[config.mk]
export PLATFORM = sky130hd
export DESIGN_NAME = frame_encoder
export DESIGN_NICKNAME = d
export VERILOG_FILES = /design/src/rtl/frame_encoder_pkg.sv /design/src/rtl/frame_encoder.sv
export SDC_FILE = /design/constraint.sdc
export NUM_CORES = 1
export LEC_CHECK = 0
export CELL_PAD_IN_SITES_DETAIL_PLACEMENT = 2
export CELL_PAD_IN_SITES_GLOBAL_PLACEMENT = 2
export CORE_MARGIN = 2
export CORE_UTILIZATION = 28
export DETAILED_ROUTE_END_ITERATION = 12
export MAX_ROUTING_LAYER = met4
export PLACE_DENSITY = 0.76
export SYNTH_ARGS = -nofsm -noshare
export SYNTH_HDL_FRONTEND = slang
export SYNTH_SLANG_ARGS = --single-unit
[constraint.sdc]
create_clock -name clk -period 2.6 [get_ports clk]
set_input_delay 0.78 -clock clk [delete_from_list [all_inputs] [get_ports clk]]
set_output_delay 0.78 -clock clk [all_outputs]
set_load 0.02 [all_outputs]
[src/rtl/frame_encoder_pkg.sv]
// Frame format shared by the command frame encoder and decoder:
// marker bytes, opcodes, frame length and checksum helpers.
package frame_encoder_pkg;

    localparam logic [7:0] START_BYTE = 8'hAA;
    localparam logic [7:0] STOP_BYTE  = 8'h55;
    localparam logic [7:0] CHAR_M     = 8'd77;
    localparam logic [7:0] CHAR_C     = 8'd67;
    localparam logic [7:0] CHAR_D     = 8'd68;
    localparam logic [7:0] CHAR_T     = 8'd84;

    localparam int unsigned FRAME_LEN  = 6;
    localparam logic [2:0]  LAST_INDEX = 3'(FRAME_LEN - 1);
    localparam logic [7:0]  CHK_SEED   = START_BYTE + STOP_BYTE;

    typedef enum logic {
        REQ_MCT = 1'b0,
        REQ_MD  = 1'b1
    } req_type_e;

    typedef enum logic [1:0] {
        ST_IDLE = 2'd0,
        ST_SEND = 2'd1,
        ST_GAP  = 2'd2
    } enc_state_e;

    // Byte at position idx of a frame; sum is the running checksum.
    function automatic logic [7:0] frame_byte(
        input logic [2:0] idx,
        input req_type_e  typ,
        input logic [7:0] data,
        input logic [7:0] sum
    );
        logic [7:0] b;
        b = 8'h00;
        case (idx)
            3'd0:    b = START_BYTE;
            3'd1:    b = CHAR_M;
            3'd2:    b = (typ == REQ_MD) ? CHAR_D : CHAR_C;
            3'd3:    b = (typ == REQ_MD) ? data : CHAR_T;
            3'd4:    b = sum;
            3'd5:    b = STOP_BYTE;
            default: b = 8'h00;
        endcase
        return b;
    endfunction

endpackage

[src/rtl/frame_encoder.sv]
// Command frame encoder: turns a host request into a 6-byte frame and
// streams it to the UART transmitter over a valid/ready handshake.
module frame_encoder
    import frame_encoder_pkg::*;
#(
    parameter int unsigned GAP_CYCLES = 0
) (
    input  logic       clk,
    input  logic       rst,
    input  logic       req_valid,
    output logic       req_ready,
    input  logic       req_type,
    input  logic [7:0] req_data,
    output logic [7:0] tx_data,
    output logic       tx_valid,
    input  logic       tx_ready,
    output logic       busy,
    output logic       frame_done
);

    localparam int unsigned GW = (GAP_CYCLES > 1) ? $clog2(GAP_CYCLES) : 1;

    enc_state_e    state_q, state_d;
    logic [2:0]    index_q, index_d;
    logic [7:0]    sum_q, sum_d;
    req_type_e     type_q, type_d;
    logic [7:0]    data_q, data_d;
    logic [GW-1:0] gap_cnt_q, gap_cnt_d;
    logic          frame_done_q, frame_done_d;
    logic [7:0]    cur_byte;

    always_ff @(posedge clk or posedge rst) begin
        if (rst) begin
            state_q      <= ST_IDLE;
            index_q      <= 3'd0;
            sum_q        <= CHK_SEED;
            type_q       <= REQ_MCT;
            data_q       <= 8'h00;
            gap_cnt_q    <= '0;
            frame_done_q <= 1'b0;
        end else begin
            state_q      <= state_d;
            index_q      <= index_d;
            sum_q        <= sum_d;
            type_q       <= type_d;
            data_q       <= data_d;
            gap_cnt_q    <= gap_cnt_d;
            frame_done_q <= frame_done_d;
        end
    end

    assign cur_byte = frame_byte(index_q, type_q, data_q, sum_q);

    always_comb begin
        state_d      = state_q;
        index_d      = index_q;
        sum_d        = sum_q;
        type_d       = type_q;
        data_d       = data_q;
        gap_cnt_d    = gap_cnt_q;
        frame_done_d = 1'b0;

        case (state_q)
            ST_IDLE: begin
                if (req_valid) begin
                    type_d  = req_type_e'(req_type);
                    data_d  = req_data;
                    index_d = 3'd0;
                    sum_d   = CHK_SEED;
                    state_d = ST_SEND;
                end
            end
            ST_SEND: begin
                if (tx_ready) begin
                    if (index_q == LAST_INDEX) begin
                        state_d      = ST_IDLE;
                        index_d      = 3'd0;
                        frame_done_d = 1'b1;
                    end else begin
                        index_d = index_q + 3'd1;
                        // Header, opcode and argument feed the checksum as they leave.
                        if (index_q >= 3'd1 && index_q <= 3'd3) begin
                            sum_d = sum_q + cur_byte;
                        end
                        if (GAP_CYCLES > 0) begin
                            state_d   = ST_GAP;
                            gap_cnt_d = '0;
                        end
                    end
                end
            end
            ST_GAP: begin
                if (gap_cnt_q == GW'(GAP_CYCLES - 1)) begin
                    state_d = ST_SEND;
                end else begin
                    gap_cnt_d = gap_cnt_q + GW'(1);
                end
            end
            default: state_d = ST_IDLE;
        endcase
    end

    assign tx_valid   = (state_q == ST_SEND);
    assign tx_data    = tx_valid ? cur_byte : 8'h00;
    assign busy       = (state_q != ST_IDLE);
    assign req_ready  = (state_q == ST_IDLE);
    assign frame_done = frame_done_q;

endmodule

**After elaboration in Yosys (flattened, before gate mapping)**

Cells that the tools add are included.

- $add $sub $neg: 3
- $lt $le $gt $ge: 2
- Equality and inequality tests: 13
- Mux-type cells: 22
- Reduce and logical (&&, ||, !) cells: 9

Operators by type and width:

| cell | number |
|---|---|
| $mux W8 | 6 |
| $pmux W8 S6 | 1 |
| $pmux W8 S2 | 1 |
| $mux W3 | 4 |
| $add A8 B8 Y8 | 1 |
| $mux W2 | 4 |
| $eq A3 B2 Y1 const B | 2 |
| $eq A3 B3 Y1 const B | 2 |
| $ne A2 B1 Y1 const B | 3 |
| $ne A2 B2 Y1 const B | 3 |
| $pmux W2 S3 | 1 |
| $pmux W3 S2 | 1 |
| $reduce_and A5 Y1 | 1 |
| $mux W1 | 4 |
| $reduce_and A4 Y1 | 1 |
| $reduce_bool A2 Y1 | 2 |
| $add A3 B1 Y3 const B | 1 |
| $eq A3 B1 Y1 const B | 1 |
| $ge A3 B1 Y1 const B | 1 |
| $le A3 B2 Y1 const B | 1 |
| $logic_not A3 Y1 | 1 |
| $reduce_and A3 Y1 | 1 |
| $eq A2 B1 Y1 const B | 1 |
| $eq A2 B2 Y1 const B | 1 |
| 4 further kinds | 4 |

- Bits in registers: 24
- Input port bits: 13
- Output and inout bits: 12
- Logic and storage cells: 56

**Depth between registers and ports, before layout**

Gate-level depths: netlist of the first run.

- Depth in word-level cells: 7
- Mapped depth: 13
- Mapped depth without buffers: 13

**Worst setup path before layout of the first run**

OpenSTA, ideal clock, no wires.

- Kind: register to register
- Start: reg index_q[2]
- End: reg sum_q[6]
- Library setup time: 0.082 ns
- Data arrival time: 2.577 ns
- Required time: 2.518 ns
- Setup slack: -0.059 ns
- Cell stages (with the launch flop): 14
- Path buffers: 1
- Clock period less this slack: 2.659 ns
- Path through: dfrtp_1 buf_4 inv_1 ha_1 and3_1 a21oi_1 o21ai_0 ha_1 fa_1 a211oi_1 o21bai_1 a21oi_1 xor2_1 a21oi_1

- Cells in the longest elaborated chain, start to end: 7
- Elaborated cells on any way between the ends: 18
- Classes of those cells: add/sub: 1; order compare: 2; eq/ne: 7; mux: 5; reduce/logical: 3

Ends and longest elaborated chain:

| item | RTL line | text |
|---|---|---|
| start: declaration | frame_encoder.sv:24 | `logic [2:0] index_q, index_d;` |
| start signal: assignment | frame_encoder.sv:43 | `index_q <= index_d;` |
| $eq A3 B3 Y1 (tied with other cells) | frame_encoder_pkg.sv:36, frame_encoder.sv:75 |  |
| $pmux W8 S6 | frame_encoder_pkg.sv:36 | `case (idx)` |
| $add A8 B8 Y8 | frame_encoder.sv:83 | `sum_d = sum_q + cur_byte;` |
| $mux W8 | frame_encoder.sv:82 | `if (index_q >= 3'd1 && index_q <= 3'd3) begin` |
| $mux W8 | frame_encoder.sv:75 | `if (index_q == LAST_INDEX) begin` |
| $mux W8 | frame_encoder.sv:74 | `if (tx_ready) begin` |
| $pmux W8 S2 | frame_encoder.sv:63 | `case (state_q)` |
| end signal: assignment | frame_encoder.sv:44 | `sum_q <= sum_d;` |
| end: declaration | frame_encoder.sv:25 | `logic [7:0] sum_q, sum_d;` |

Several ways; a longest one is shown, not always the timed one. The select of a mux whose other input is x is not followed.
A chain may end at the register's enable or synchronous reset.

**Worst setup path in the final report of the first run**

- Start: reg index_q[1]
- End: out tx_data[6]

- Cells in the longest elaborated chain, start to end: 3
- Elaborated cells on any way between the ends: 8
- Classes of those cells: eq/ne: 5; mux: 2; reduce/logical: 1

Ends and longest elaborated chain:

| item | RTL line | text |
|---|---|---|
| $eq A3 B3 Y1 (tied with other cells) | frame_encoder_pkg.sv:36 |  |
| $pmux W8 S6 (*) | frame_encoder_pkg.sv:36 |  |
| $mux W8 (*) | frame_encoder.sv:104 | `assign tx_data = tx_valid ? cur_byte : 8'h00;` |
| end: declaration | frame_encoder.sv:14 | `output logic [7:0] tx_data,` |

Mark *: on every way between the ends. The rest lies on a longest branch, timed or not.

==> results of run 1 <==
-- Yosys cell counts --
cell type | n | area, um^2
sky130_fd_sc_hd__a211oi_1 | 1 | 7.51
sky130_fd_sc_hd__a21boi_0 | 1 | 7.51
sky130_fd_sc_hd__a21o_1 | 2 | 15.0
sky130_fd_sc_hd__a21oi_1 | 22 | 110
sky130_fd_sc_hd__a31oi_1 | 1 | 6.26
sky130_fd_sc_hd__and2_1 | 6 | 37.5
sky130_fd_sc_hd__and3_1 | 1 | 6.26
sky130_fd_sc_hd__and3b_1 | 1 | 8.76
sky130_fd_sc_hd__buf_2 | 3 | 15.0
sky130_fd_sc_hd__buf_4 | 4 | 30.0
sky130_fd_sc_hd__buf_6 | 1 | 11.3
sky130_fd_sc_hd__clkbuf_1 | 1 | 3.75
sky130_fd_sc_hd__dfrtp_1 | 14 | 350
sky130_fd_sc_hd__dfstp_2 | 8 | 210
sky130_fd_sc_hd__fa_1 | 1 | 20.0
sky130_fd_sc_hd__ha_1 | 9 | 113
sky130_fd_sc_hd__inv_1 | 4 | 15.0
sky130_fd_sc_hd__inv_2 | 2 | 7.51
sky130_fd_sc_hd__nand2_1 | 33 | 124
sky130_fd_sc_hd__nand3_1 | 9 | 45.0
sky130_fd_sc_hd__nand3b_1 | 1 | 7.51
sky130_fd_sc_hd__nand4_1 | 1 | 6.26
sky130_fd_sc_hd__nor2_1 | 7 | 26.3
sky130_fd_sc_hd__nor2b_1 | 1 | 6.26
sky130_fd_sc_hd__nor3_1 | 8 | 40.0
sky130_fd_sc_hd__nor4_1 | 1 | 6.26
sky130_fd_sc_hd__o211ai_1 | 2 | 15.0
sky130_fd_sc_hd__o21ai_0 | 12 | 60.1
sky130_fd_sc_hd__o21ai_1 | 2 | 10.0
sky130_fd_sc_hd__o21bai_1 | 1 | 7.51
sky130_fd_sc_hd__o221a_1 | 1 | 11.3
sky130_fd_sc_hd__o31ai_1 | 1 | 7.51
sky130_fd_sc_hd__o32ai_4 | 1 | 27.5
sky130_fd_sc_hd__o41ai_1 | 1 | 8.76
sky130_fd_sc_hd__or3_1 | 1 | 6.26
sky130_fd_sc_hd__xnor2_1 | 3 | 26.3
sky130_fd_sc_hd__xor2_1 | 4 | 35.0
-- what timing repair did --
action / CTS / global route
endpoints found under the setup margin: 11 / 13
resized for setup: 39 / 26
setup buffers: 4 / 3
hold endpoints to repair: 0 / 0
pin swaps: 4 / 11
-- registers in the layout, indices dropped and copies added (netlist names) --
register / cells
index_q: 3
data_q: 8
sum_q: 8
frame_done: 1
type_q: 1
state_q: 1
-- cell type report --
cell class / instances / area [um^2] / share of cell area
multi-input cells: 135 / 908 / 0.432
inverters: 6 / 22.5 / 0.0107
clock buffers: 4 / 55.1 / 0.0262
well taps: 70 / 87.6 / 0.0417
flip-flops and latches: 22 / 561 / 0.267
repair buffers: 57 / 468 / 0.223
-- power by group --
part	switching, mW	internal (mW)	leakage (nW)
Sequential	0.142	0.546	0.257
Combinational	1.39	1.17	0.635
Clock	0.121	0.135	0.0288
-- cell families after synthesis --
group                    Yosys count  share of synthesized area
AND/OR/NAND/NOR                   70                      0.221
XOR/XNOR                           7                     0.0422
buffers and inverters             15                     0.0569
flip-flops                        22                      0.386
AO/OA/AOI/OAI                     48                      0.203
adder cells (fa/ha/maj)           10                     0.0914
-- cell usage in the layout (no fill, tap or decap), types with 2 or more instances in the layout --
| cell | instances |
|---|---|
| sky130_fd_sc_hd__a21o_1 | 2 |
| sky130_fd_sc_hd__a21oi_1 | 19 |
| sky130_fd_sc_hd__a21oi_2 | 3 |
| sky130_fd_sc_hd__and2_1 | 5 |
| sky130_fd_sc_hd__buf_2 | 2 |
| sky130_fd_sc_hd__buf_4 | 36 |
| sky130_fd_sc_hd__buf_6 | 2 |
| sky130_fd_sc_hd__clkbuf_8 | 4 |
| sky130_fd_sc_hd__clkdlybuf4s50_1 | 16 |
| sky130_fd_sc_hd__dfrtp_1 | 14 |
| sky130_fd_sc_hd__dfstp_2 | 8 |
| sky130_fd_sc_hd__ha_1 | 5 |
| sky130_fd_sc_hd__ha_2 | 2 |
| sky130_fd_sc_hd__ha_4 | 2 |
| sky130_fd_sc_hd__inv_1 | 2 |
| sky130_fd_sc_hd__inv_2 | 4 |
| sky130_fd_sc_hd__nand2_1 | 32 |
| sky130_fd_sc_hd__nand3_1 | 8 |
| sky130_fd_sc_hd__nor2_1 | 5 |
| sky130_fd_sc_hd__nor2_4 | 2 |
| sky130_fd_sc_hd__nor3_1 | 7 |
| sky130_fd_sc_hd__o211ai_1 | 2 |
| sky130_fd_sc_hd__o21ai_0 | 7 |
| sky130_fd_sc_hd__o21ai_1 | 6 |
| sky130_fd_sc_hd__xnor2_1 | 3 |
| sky130_fd_sc_hd__xor2_1 | 4 |
-- critical path, cell delays in order, from the launching register on --
cell and delay [ns]:
sky130_fd_sc_hd__dfrtp_1 0.42, sky130_fd_sc_hd__inv_2 0.11, sky130_fd_sc_hd__nor2_4 0.06, sky130_fd_sc_hd__ha_4 0.18
sky130_fd_sc_hd__o221a_1 0.23, sky130_fd_sc_hd__or3_4 0.37, sky130_fd_sc_hd__and2_4 0.15, sky130_fd_sc_hd__buf_6 0.12
-- metrics by stage --
step	setup slack, ns	utilization	power (mW)	hold slack (ns)
after floorplan	0.0553	-	2.02	0.437
after global placement	-0.0951	0.381	2.74	0.464
after detailed placement	-0.151	0.381	2.88	0.488
after CTS	-0.0456	0.399	3.22	0.508
after global routing	-0.134	0.417	3.78	0.549
final	-0.0755	0.417	3.50	0.508
-- how the worst max path moves through the flow --
stage / from / end / slack, ns / depth (start not counted)
finish: index_q[1] / tx_data[6] / -0.08 / 7
global route: index_q[1] / tx_data[6] / -0.13 / 7
CTS: index_q[1] / tx_data[6] / -0.05 / 7
detailed placement: index_q[1] / tx_data[6] / -0.15 / 7
global placement: index_q[0] / tx_data[6] / -0.1 / 7
floorplan: index_q[2] / sum_q[6] / 0.06 / 13
-- routing by layer --
| layer | global-route usage | part of all wire |
|---|---|---|
| met1 | 0.247 | 0.44 |
| met2 | 0.372 | 0.53 |
| met4 | 0.0636 | 0.010 |
| met3 | 0.0178 | 0.016 |
| met5 | - | 0 |
==> Flow_metrics.wiki, run 1 <==
{| class="wikitable"
! Metric !! Value
|-
| Worst Tran Pin Value || 0.371 ns
|-
| P_leak || 0.921 nW
|-
| Worst-case clock skew || between 0.01 and 0.015 ns
|-
| Maximum level of the CTS H-tree || 1
|-
| Post-synthesis average cell area || approximately 8.4 um^2
|-
| Starting utilization of the core area || 0.288
|-
| Wire length of the first global-routing pass || 9180 um
|-
| Clock latency of the later-clocked register in the worst-skew pair || 0.27 ns
|-
| Total DRC errors in the routed layout || 0
|-
| Post-synthesis sequential area ratio || 0.386
|-
| Avg Vias per Cell || 5.03
|-
| Die width || 76.0 um
|-
| Number of distinct standard cells referenced by the synthesized netlist || 37
|-
| Fraction of layout instances using a drive strength above 1 || 0.339
|-
| Failing checks || negative setup slack
|-
| Crit end category || output pin
|-
| Global placement routability congestion || roughly 0.95
|-
| Post-Route Setup TNS || -0.0861 ns
|-
| Outcome || finished with violations
|-
| Worst-path clk slew || approximately 0.09 ns
|-
| Hold endpoint || data_q[7]
|-
| Total gr overflow || 0
|-
| Floorplan die area || about 0.0058 mm^2
|-
| Post-DP HPWL || approximately 3800 um
|-
| Via count of the first global-routing pass || 1699
|-
| Area growth from synthesis to final layout || 44.8%
|-
| Headroom to the max-slew limit || 0.749
|-
| Port buffer count || 24
|-
| Ports || 25
|-
| Shortest period the worst path allows || 2.68 ns
|-
| Clock root buffer || sky130_fd_sc_hd__clkbuf_8
|-
| CP Max Fanout || 4
|-
| Share of the cycle needed by the critical path after routing || 1.03
|-
| Highest clock frequency the design can meet || roughly 370 MHz
|-
| Worst VDD drop || between 400 and 500 uV
|-
| Floorplan die height || around 76 um
|-
| Maximum number of pins on one net before global-route repair || 23
|-
| Cells after DPL || 283
|-
| Cts bufs inserted || 3
|-
| Critical Path RT || around 1.8 ns
|-
| Worst setup slack after layout || -0.0755 ns
|-
| Cells on Worst Hold Path || 2
|-
| TritonCTS clock tree || yes
|-
| Clock Path Buffers || 2
|-
| Power per cell area || approximately 1700 mW/mm^2
|-
| DR WL/cell || around 20 um
|-
| Number of search-and-repair iterations in the first detailed-routing pass || 4
|-
| Crit path arrival time || 1.90 ns
|-
| Non-filler cells, final || between 200 and 300
|-
| Post-Syn Area || ~0.0015 mm^2
|-
| Fin. Hold Viols || 0
|-
| Vias after detailed routing || around 1500
|-
| Floorplan Core Area || slightly above 0.005 mm^2
|-
| Hold Crit Start || data_q[7]
|-
| Standard-cell rows || 26
|-
| Final antenna-violating net count || 0
|-
| Antenna violations before repair || 0
|-
| Initial DRC Count || 34
|-
| FF+latch count, synth || 22
|-
| Final wirelength || roughly 5700 um
|-
| Worst-case reg-to-reg path depth || 13
|-
| RSZ-0062 raised after global routing || true
|-
| Post-CTS Hold Fix Bufs || 0
|-
| Worst setup SP type || flop
|-
| Worst reg2reg setup slack || -0.01 ns
|-
| Reg2reg end || sum_q[6]
|-
| GR Util All Layers || 0.207
|-
| Antenna diodes || 0
|-
| Number of slew-limit violations in the final report || 0
|-
| Gate count after technology mapping || approximately 170
|-
| Number of sinks on the clock net || 22
|-
| RR Startpoint || index_q[1]
|-
| Min-delay worst type || flop to flop
|-
| Final count of negative-setup-slack endpoints || 3
|-
| Synthesized netlist net count || around 200
|-
| NumNets Final || roughly 250
|-
| Final std cell area, no fill || 0.00210 mm^2
|-
| Worst setup path category || flop to output pin
|-
| Filler cell count in the final layout || roughly 560
|-
| Instance area at placement || approximately 0.0019 mm^2
|-
| Max-cap violation count || 0
|-
| Yosys warning total || 0
|}
Power figures use the tool's default switching activity.
==> run 2, diff against run 1 <==
--- a/config.mk
+++ b/config.mk
@@ -7,6 +7,7 @@
 export LEC_CHECK = 0
 export CELL_PAD_IN_SITES_DETAIL_PLACEMENT = 2
 export CELL_PAD_IN_SITES_GLOBAL_PLACEMENT = 2
+export CORE_ASPECT_RATIO = 1.5
 export CORE_MARGIN = 2
 export CORE_UTILIZATION = 28
 export DETAILED_ROUTE_END_ITERATION = 12
@@ -15,3 +16,4 @@
 export SYNTH_ARGS = -nofsm -noshare
 export SYNTH_HDL_FRONTEND = slang
 export SYNTH_SLANG_ARGS = --single-unit
+export TNS_END_PERCENT = 100
==> run 2 against run 1 <==
  * The flow now finishes without violations
  * Clock power grew 28%
  * Utilization shrank 1.9 points
  * Total power is 3.1% lower
  * Non-clock buffer count shrank 11
  * Register-to-register slack better by 0.05 ns
  * Wire length shrank 7.5%
  * First-iteration DRC count down 26%
  * Critical path type unchanged
==> Flow_metrics.wiki, run 2 (synthesis results as in run 1) <==
{| class="wikitable"
! Metric !! Value
|-
| Worst VDD drop || 533 uV
|-
| Highest clock frequency the design can meet || approximately 390 MHz
|-
| RR Startpoint || index_q[0]
|-
| Worst-path clk slew || about 0.090 ns
|-
| Clock root buffer || sky130_fd_sc_hd__clkbuf_8
|-
| P_leak || just under 0.9 nW
|-
| Reg2reg end || sum_q[7]
|-
| CP top delay family || simple AND/OR/NAND/NOR gates
|-
| Cts bufs inserted || 3
|-
| Final std cell area, no fill || 0.00202 mm^2
|-
| Maximum level of the CTS H-tree || 1
|-
| Clock Path Buffers || 2
|-
| GR Util All Layers || 0.192
|-
| Antenna diodes || 0
|-
| Critical Path RT || between 1.5 and 2 ns
|-
| Antenna violations before repair || 0
|-
| Crit end category || output pin
|-
| Starting utilization of the core area || 0.285
|-
| Cells on Worst Hold Path || 2
|-
| Port buffer count || 24
|-
| Via count of the first global-routing pass || about 1700
|-
| Number of search-and-repair iterations in the first detailed-routing pass || 4
|-
| Die width || roughly 63 um
|-
| Non-filler cells, final || around 280
|-
| Avg Vias per Cell || 5.09
|-
| Fin. Hold Viols || 0
|-
| Worst setup path category || flop to output pin
|-
| Post-DP HPWL || ~3900 um
|-
| Crit path arrival time || 1.81 ns
|-
| Final count of negative-setup-slack endpoints || 0
|-
| Share of the cycle needed by the critical path after routing || 0.995
|-
| Ordered list of cells on the worst path || inv_2 -> nor2_4 -> ha_4 -> o221a_1 -> or3_4 -> and2_4 -> buf_6
|-
| Instance area at placement || 0.00187 mm^2
|-
| Largest registers || data_q (8), sum_q (8), index_q (3)
|-
| Standard cell with the maximum stage delay on the critical path || sky130_fd_sc_hd__dfrtp_1
|-
| Shortest period the worst path allows || approximately 2.6 ns
|-
| Total gr overflow || 0
|-
| Delay contributed by the slowest stage of the critical path || 0.40 ns
|-
| Final wirelength || between 5000 and 6000 um
|-
| Global placement routability congestion || 0.886
|-
| Final antenna-violating net count || 0
|-
| Cells after DPL || around 280
|-
| Ports || 25
|-
| Headroom to the max-slew limit || 0.741
|-
| Worst-case clock skew || 0.00578 ns
|-
| Initial DRC Count || 25
|-
| Power per cell area || roughly 1700 mW/mm^2
|-
| Vias after detailed routing || 1429
|-
| Hold endpoint || data_q[5]
|-
| Outcome || complete, no violations
|-
| CP Max Fanout || 3
|-
| Standard-cell rows || 32
|-
| Min-delay worst type || flop to flop
|-
| Floorplan die height || 92.2 um
|-
| Sum of buffers and inverters on the critical path || 2
|-
| Floorplan Core Area || 0.00508 mm^2
|-
| Total DRC errors in the routed layout || 0
|-
| Area growth from synthesis to final layout || 39.3%
|-
| Fraction of layout instances using a drive strength above 1 || 0.296
|-
| Clock latency of the later-clocked register in the worst-skew pair || around 0.27 ns
|-
| Worst setup SP type || flop
|-
| Maximum number of pins on one net before global-route repair || 23
|-
| Floorplan die area || approximately 0.0058 mm^2
|-
| TritonCTS clock tree || yes
|-
| Number of sinks on the clock net || 22
|-
| Most frequent standard cell in the layout excluding fill and tap cells || sky130_fd_sc_hd__nand2_1
|-
| Final core utilization || 0.398
|-
| Worst Tran Pin Value || 0.383 ns
|-
| Hold Crit Start || data_q[5]
|-
| Max-cap violation count || 0
|-
| Worst-case reg-to-reg path depth || 11
|-
| Post-Route Setup TNS || 0 ns
|-
| Commonest cells after routing, fill and taps aside || sky130_fd_sc_hd__nand2_1 (33), sky130_fd_sc_hd__buf_4 (22), sky130_fd_sc_hd__a21oi_1 (20)
|-
| DR WL/cell || about 19 um
|-
| RSZ-0062 raised after global routing || true
|-
| Wire length of the first global-routing pass || ~8500 um
|-
| NumNets Final || ~240
|-
| Number of slew-limit violations in the final report || 0
|-
| Worst reg2reg setup slack || about 0.04 ns
|}
-- run 2: cell types whose count changed in the layout (fill, tap and decap cells not counted), sizes merged --
cell	before	now
buf	40	28
bufinv	0	1
clkbuf	5	4
clkdlybuf4s15	0	1
-- run 2: where the power goes --
part	switching, mW	internal, mW
clock	0.122	0.206
combinational	1.34	1.05
sequential	0.130	0.546
total	1.60	1.80
-- run 2: metrics by stage --
step | hold slack (ns) | setup WS, ns | power (mW)
3_3_place_gp | 0.461 | -0.0995 | 2.67
6_report | 0.500 | 0.0133 | 3.39
3_5_place_dp | 0.475 | -0.166 | 2.84
2_1_floorplan | 0.437 | 0.0553 | 2.02
5_1_grt | 0.524 | -0.108 | 3.68
4_1_cts | 0.498 | -0.0449 | 3.20
-- run 2: worst max-delay path by stage --
stage | from | to | slack (ns) | cells after the start
3_3_place_gp | index_q[0] | tx_data[6] | -0.1 | 7
4_1_cts | index_q[0] | tx_data[6] | -0.04 | 7
2_1_floorplan | index_q[2] | sum_q[6] | 0.06 | 13
5_1_grt | index_q[0] | sum_q[7] | -0.11 | 11
3_5_place_dp | index_q[0] | tx_data[6] | -0.17 | 7
6_report | index_q[0] | tx_data[6] | 0.01 | 7
-- run 2: what timing repair did --
action                                  in CTS  in global routing
resized for setup                           35                 20
hold buffers                                 0                  0
setup buffers                                1                  1
endpoints found under the setup margin      10                 11
pin swaps                                    1                  9
-- run 2: area by class of cell --
class | instances | area, um^2
clock buffer | 3 | 41.3
fill | 583 | 3060
tap | 68 | 85.1
clock inverter | 1 | 30.0
timing repair buffer | 46 | 378
inverter | 6 | 22.5
multi-input combinational | 135 | 905
sequential | 22 | 561
-- run 2: worst min-delay path, delay by kind of cell (launching register included) --
| kind | cells | cell delay [ns] |
|---|---|---|
| DFF | 1 | 0.35 |
| and+or+nand+nor | 2 | 0.12 |
-- run 2: metal layers --
| layer | vias up | GRT usage | wire (um) |
|---|---|---|---|
| li1 | 678 | - | - |
| met1 | 719 | 0.203 | 2040 |
| met2 | 23 | 0.370 | 3070 |
| met3 | 9 | 0.0160 | 85 |
| met4 | 0 | 0.0648 | 119 |
| met5 | - | - | 0 |
==> run 3, diff against run 2 <==
--- a/config.mk
+++ b/config.mk
@@ -9,10 +9,12 @@
 export CELL_PAD_IN_SITES_GLOBAL_PLACEMENT = 2
 export CORE_ASPECT_RATIO = 1.5
 export CORE_MARGIN = 2
-export CORE_UTILIZATION = 28
+export CORE_UTILIZATION = 33
 export DETAILED_ROUTE_END_ITERATION = 12
+export DONT_BUFFER_PORTS = 1
 export MAX_ROUTING_LAYER = met4
-export PLACE_DENSITY = 0.76
+export PLACE_DENSITY = 0.75
+export SLEW_MARGIN = 20
 export SYNTH_ARGS = -nofsm -noshare
 export SYNTH_HDL_FRONTEND = slang
 export SYNTH_SLANG_ARGS = --single-unit
==> run 3 against run 2 <==
  * Count of clock-buffer cells in the layout rose by 1
  * Utilization increased by 0.67 points
  * First-iteration DRC count did not move
  * Register-to-register slack gained 0.07 ns
  * Non-clock buffer count fell by 29
  * Via count shrank 7.8%
==> Flow_metrics.wiki, run 3 (synthesis results as in run 1) <==
{| class="wikitable"
! Metric !! Value
|-
| Standard-cell rows || 29
|-
| Area growth from synthesis to final layout || 18.3%
|-
| Final wirelength || 4830 um
|-
| Most frequent standard cell in the layout excluding fill and tap cells || sky130_fd_sc_hd__nand2_1
|-
| Crit-path most repeated cell || sky130_fd_sc_hd__buf_4
|-
| Final count of negative-setup-slack endpoints || 0
|-
| Post-CTS Hold Fix Bufs || 0
|-
| Worst-path clk slew || approximately 0.08 ns
|-
| Starting utilization of the core area || 0.342
|-
| Fraction of layout instances using a drive strength above 1 || 0.288
|-
| RR Startpoint || index_q[1]
|-
| Highest clock frequency the design can meet || between 300 and 400 MHz
|-
| DR WL/cell || approximately 21 um
|-
| CP Max Fanout || 4
|-
| CP top delay family || simple AND/OR/NAND/NOR gates
|-
| Hold endpoint || data_q[4]
|-
| Total DRC errors in the routed layout || 0
|-
| Worst reg2reg setup slack || 0.11 ns
|-
| Antenna diodes || 0
|-
| RSZ-0062 raised after global routing || true
|-
| Non-filler cells, final || 230
|-
| Largest registers || data_q (8), sum_q (8), index_q (3)
|-
| Avg Vias per Cell || between 5 and 6
|-
| GR Util All Layers || 0.208
|-
| Worst setup path category || flop to output pin
|-
| Port buffer count || 0
|-
| Clock root buffer || sky130_fd_sc_hd__clkbuf_8
|-
| Standard cell with the maximum stage delay on the critical path || sky130_fd_sc_hd__dfrtp_1
|-
| Reg2reg end || sum_q[7]
|-
| Crit end category || output pin
|-
| Antenna violations before repair || 0
|-
| Worst Tran Pin Value || slightly below 0.9 ns
|-
| Commonest cells after routing, fill and taps aside || sky130_fd_sc_hd__nand2_1 (33), sky130_fd_sc_hd__a21oi_1 (20), sky130_fd_sc_hd__buf_4 (17)
|-
| Wire length of the first global-routing pass || 7640 um
|-
| Worst-case clock skew || about 0.0020 ns
|-
| Maximum number of pins on one net before global-route repair || 23
|-
| Number of slew-limit violations in the final report || 0
|-
| Via count of the first global-routing pass || 1513
|-
| Min-delay worst type || flop to flop
|-
| Critical Path Source || index_q[1]
|-
| Sum of buffers and inverters on the critical path || 3
|-
| Cells after DPL || roughly 220
|-
| Vias after detailed routing || around 1300
|-
| Cells on Worst Hold Path || 2
|-
| Number of search-and-repair iterations in the first detailed-routing pass || 4
|-
| Final antenna-violating net count || 0
|-
| TritonCTS clock tree || yes
|-
| Total gr overflow || 0
|-
| Die width || 58.2 um
|-
| Headroom to the max-slew limit || 0.412
|-
| Ordered list of cells on the worst path || inv_2 -> buf_4 -> buf_4 -> o221a_1 -> or3_4 -> and2_4
|-
| NumNets Final || 208
|-
| Maximum level of the CTS H-tree || 1
|-
| Share of the cycle needed by the critical path after routing || 0.979
|-
| Outcome || complete, no violations
|-
| Worst-case reg-to-reg path depth || 12
|-
| Worst setup slack after layout || between 0.05 and 0.06 ns
|-
| Worst setup SP type || flop
|-
| Clock latency of the later-clocked register in the worst-skew pair || 0.28 ns
|-
| Critical Path RT || ~1.8 ns
|-
| Crit path arrival time || ~1.8 ns
|-
| Number of sinks on the clock net || 22
|-
| Max-cap violation count || 0
|-
| Pre-CTS setup slack || -0.0434 ns
|-
| Floorplan die area || slightly below 0.005 mm^2
|-
| Clock Path Buffers || 2
|-
| Global placement routability congestion || between 0.8 and 0.9
|-
| Post-DP HPWL || 3460 um
|-
| Floorplan Core Area || 0.00425 mm^2
|-
| Fin. Hold Viols || 0
|-
| Hold Crit Start || data_q[4]
|-
| Initial DRC Count || 25
|-
| Cts bufs inserted || 3
|-
| Floorplan die height || around 85 um
|-
| Shortest period the worst path allows || 2.55 ns
|-
| Delay contributed by the slowest stage of the critical path || between 0.3 and 0.4 ns
|-
| Ports || 25
|}
## run 3: cell types whose count changed in the layout (fill, tap and decap cells not counted), moves of 2 or more
cell,delta
sky130_fd_sc_hd__clkdlybuf4s50_1,-16
sky130_fd_sc_hd__buf_2,-5
sky130_fd_sc_hd__buf_4,-5
sky130_fd_sc_hd__and2_1,-3
sky130_fd_sc_hd__and2_2,+3
sky130_fd_sc_hd__ha_2,+2
sky130_fd_sc_hd__ha_4,-2
## run 3: worst min-delay path: cells and delay by family, from the launching register on
kind	cells	cell delay, ns
AND/OR/NAND/NOR	2	0.11
flip-flops	1	0.34
## run 3: how the worst max path moves through the flow
stage,endpoint,depth (start not counted)
floorplan,sum_q[6],13
global placement,sum_q[6],13
detailed placement,sum_q[6],13
CTS,tx_data[6],6
global route,sum_q[6],13
finish,tx_data[6],6
## run 3: cell type report
class                      instances  area (um^2)
sequential                        22          562
fill                             475         2530
clock buffer                       4         55.1
multi-input combinational        135          892
inverter                           6         22.5
tap                               46         57.6
timing repair buffer              17          128
## run 3: stage by stage
stage	util	instance area [um^2]	TNS, ns	hold slack [ns]
4_1_cts	0.387	1640	0	0.489
6_report	0.404	1720	0	0.479
3_5_place_dp	0.367	1560	-0.0434	0.468
3_3_place_gp	0.367	1560	0	0.457
5_1_grt	0.404	1720	-0.0709	0.533
2_1_floorplan	-	1460	0	0.437
## run 3: repair_timing
item / 4_1_cts / 5_1_grt
endpoints found under the setup margin: 5 / 11
resized for setup: 13 / 12
pin swaps: 2 / 10
setup buffers: 0 / 3
## run 3: layer usage
| metal | track usage | up-vias | wire length [um] |
|---|---|---|---|
| met5 | - | - | 0 |
| met4 | 0.0677 | 0 | 55 |
| met3 | 0.0259 | 4 | 91 |
| met2 | 0.376 | 21 | 2670 |
| met1 | 0.232 | 673 | 2010 |
| li1 | - | 620 | - |
Power of run 3 is left out: the tool's default activity adds up to more than one toggle a clock period on the data nets, which glitch-free logic cannot reach.
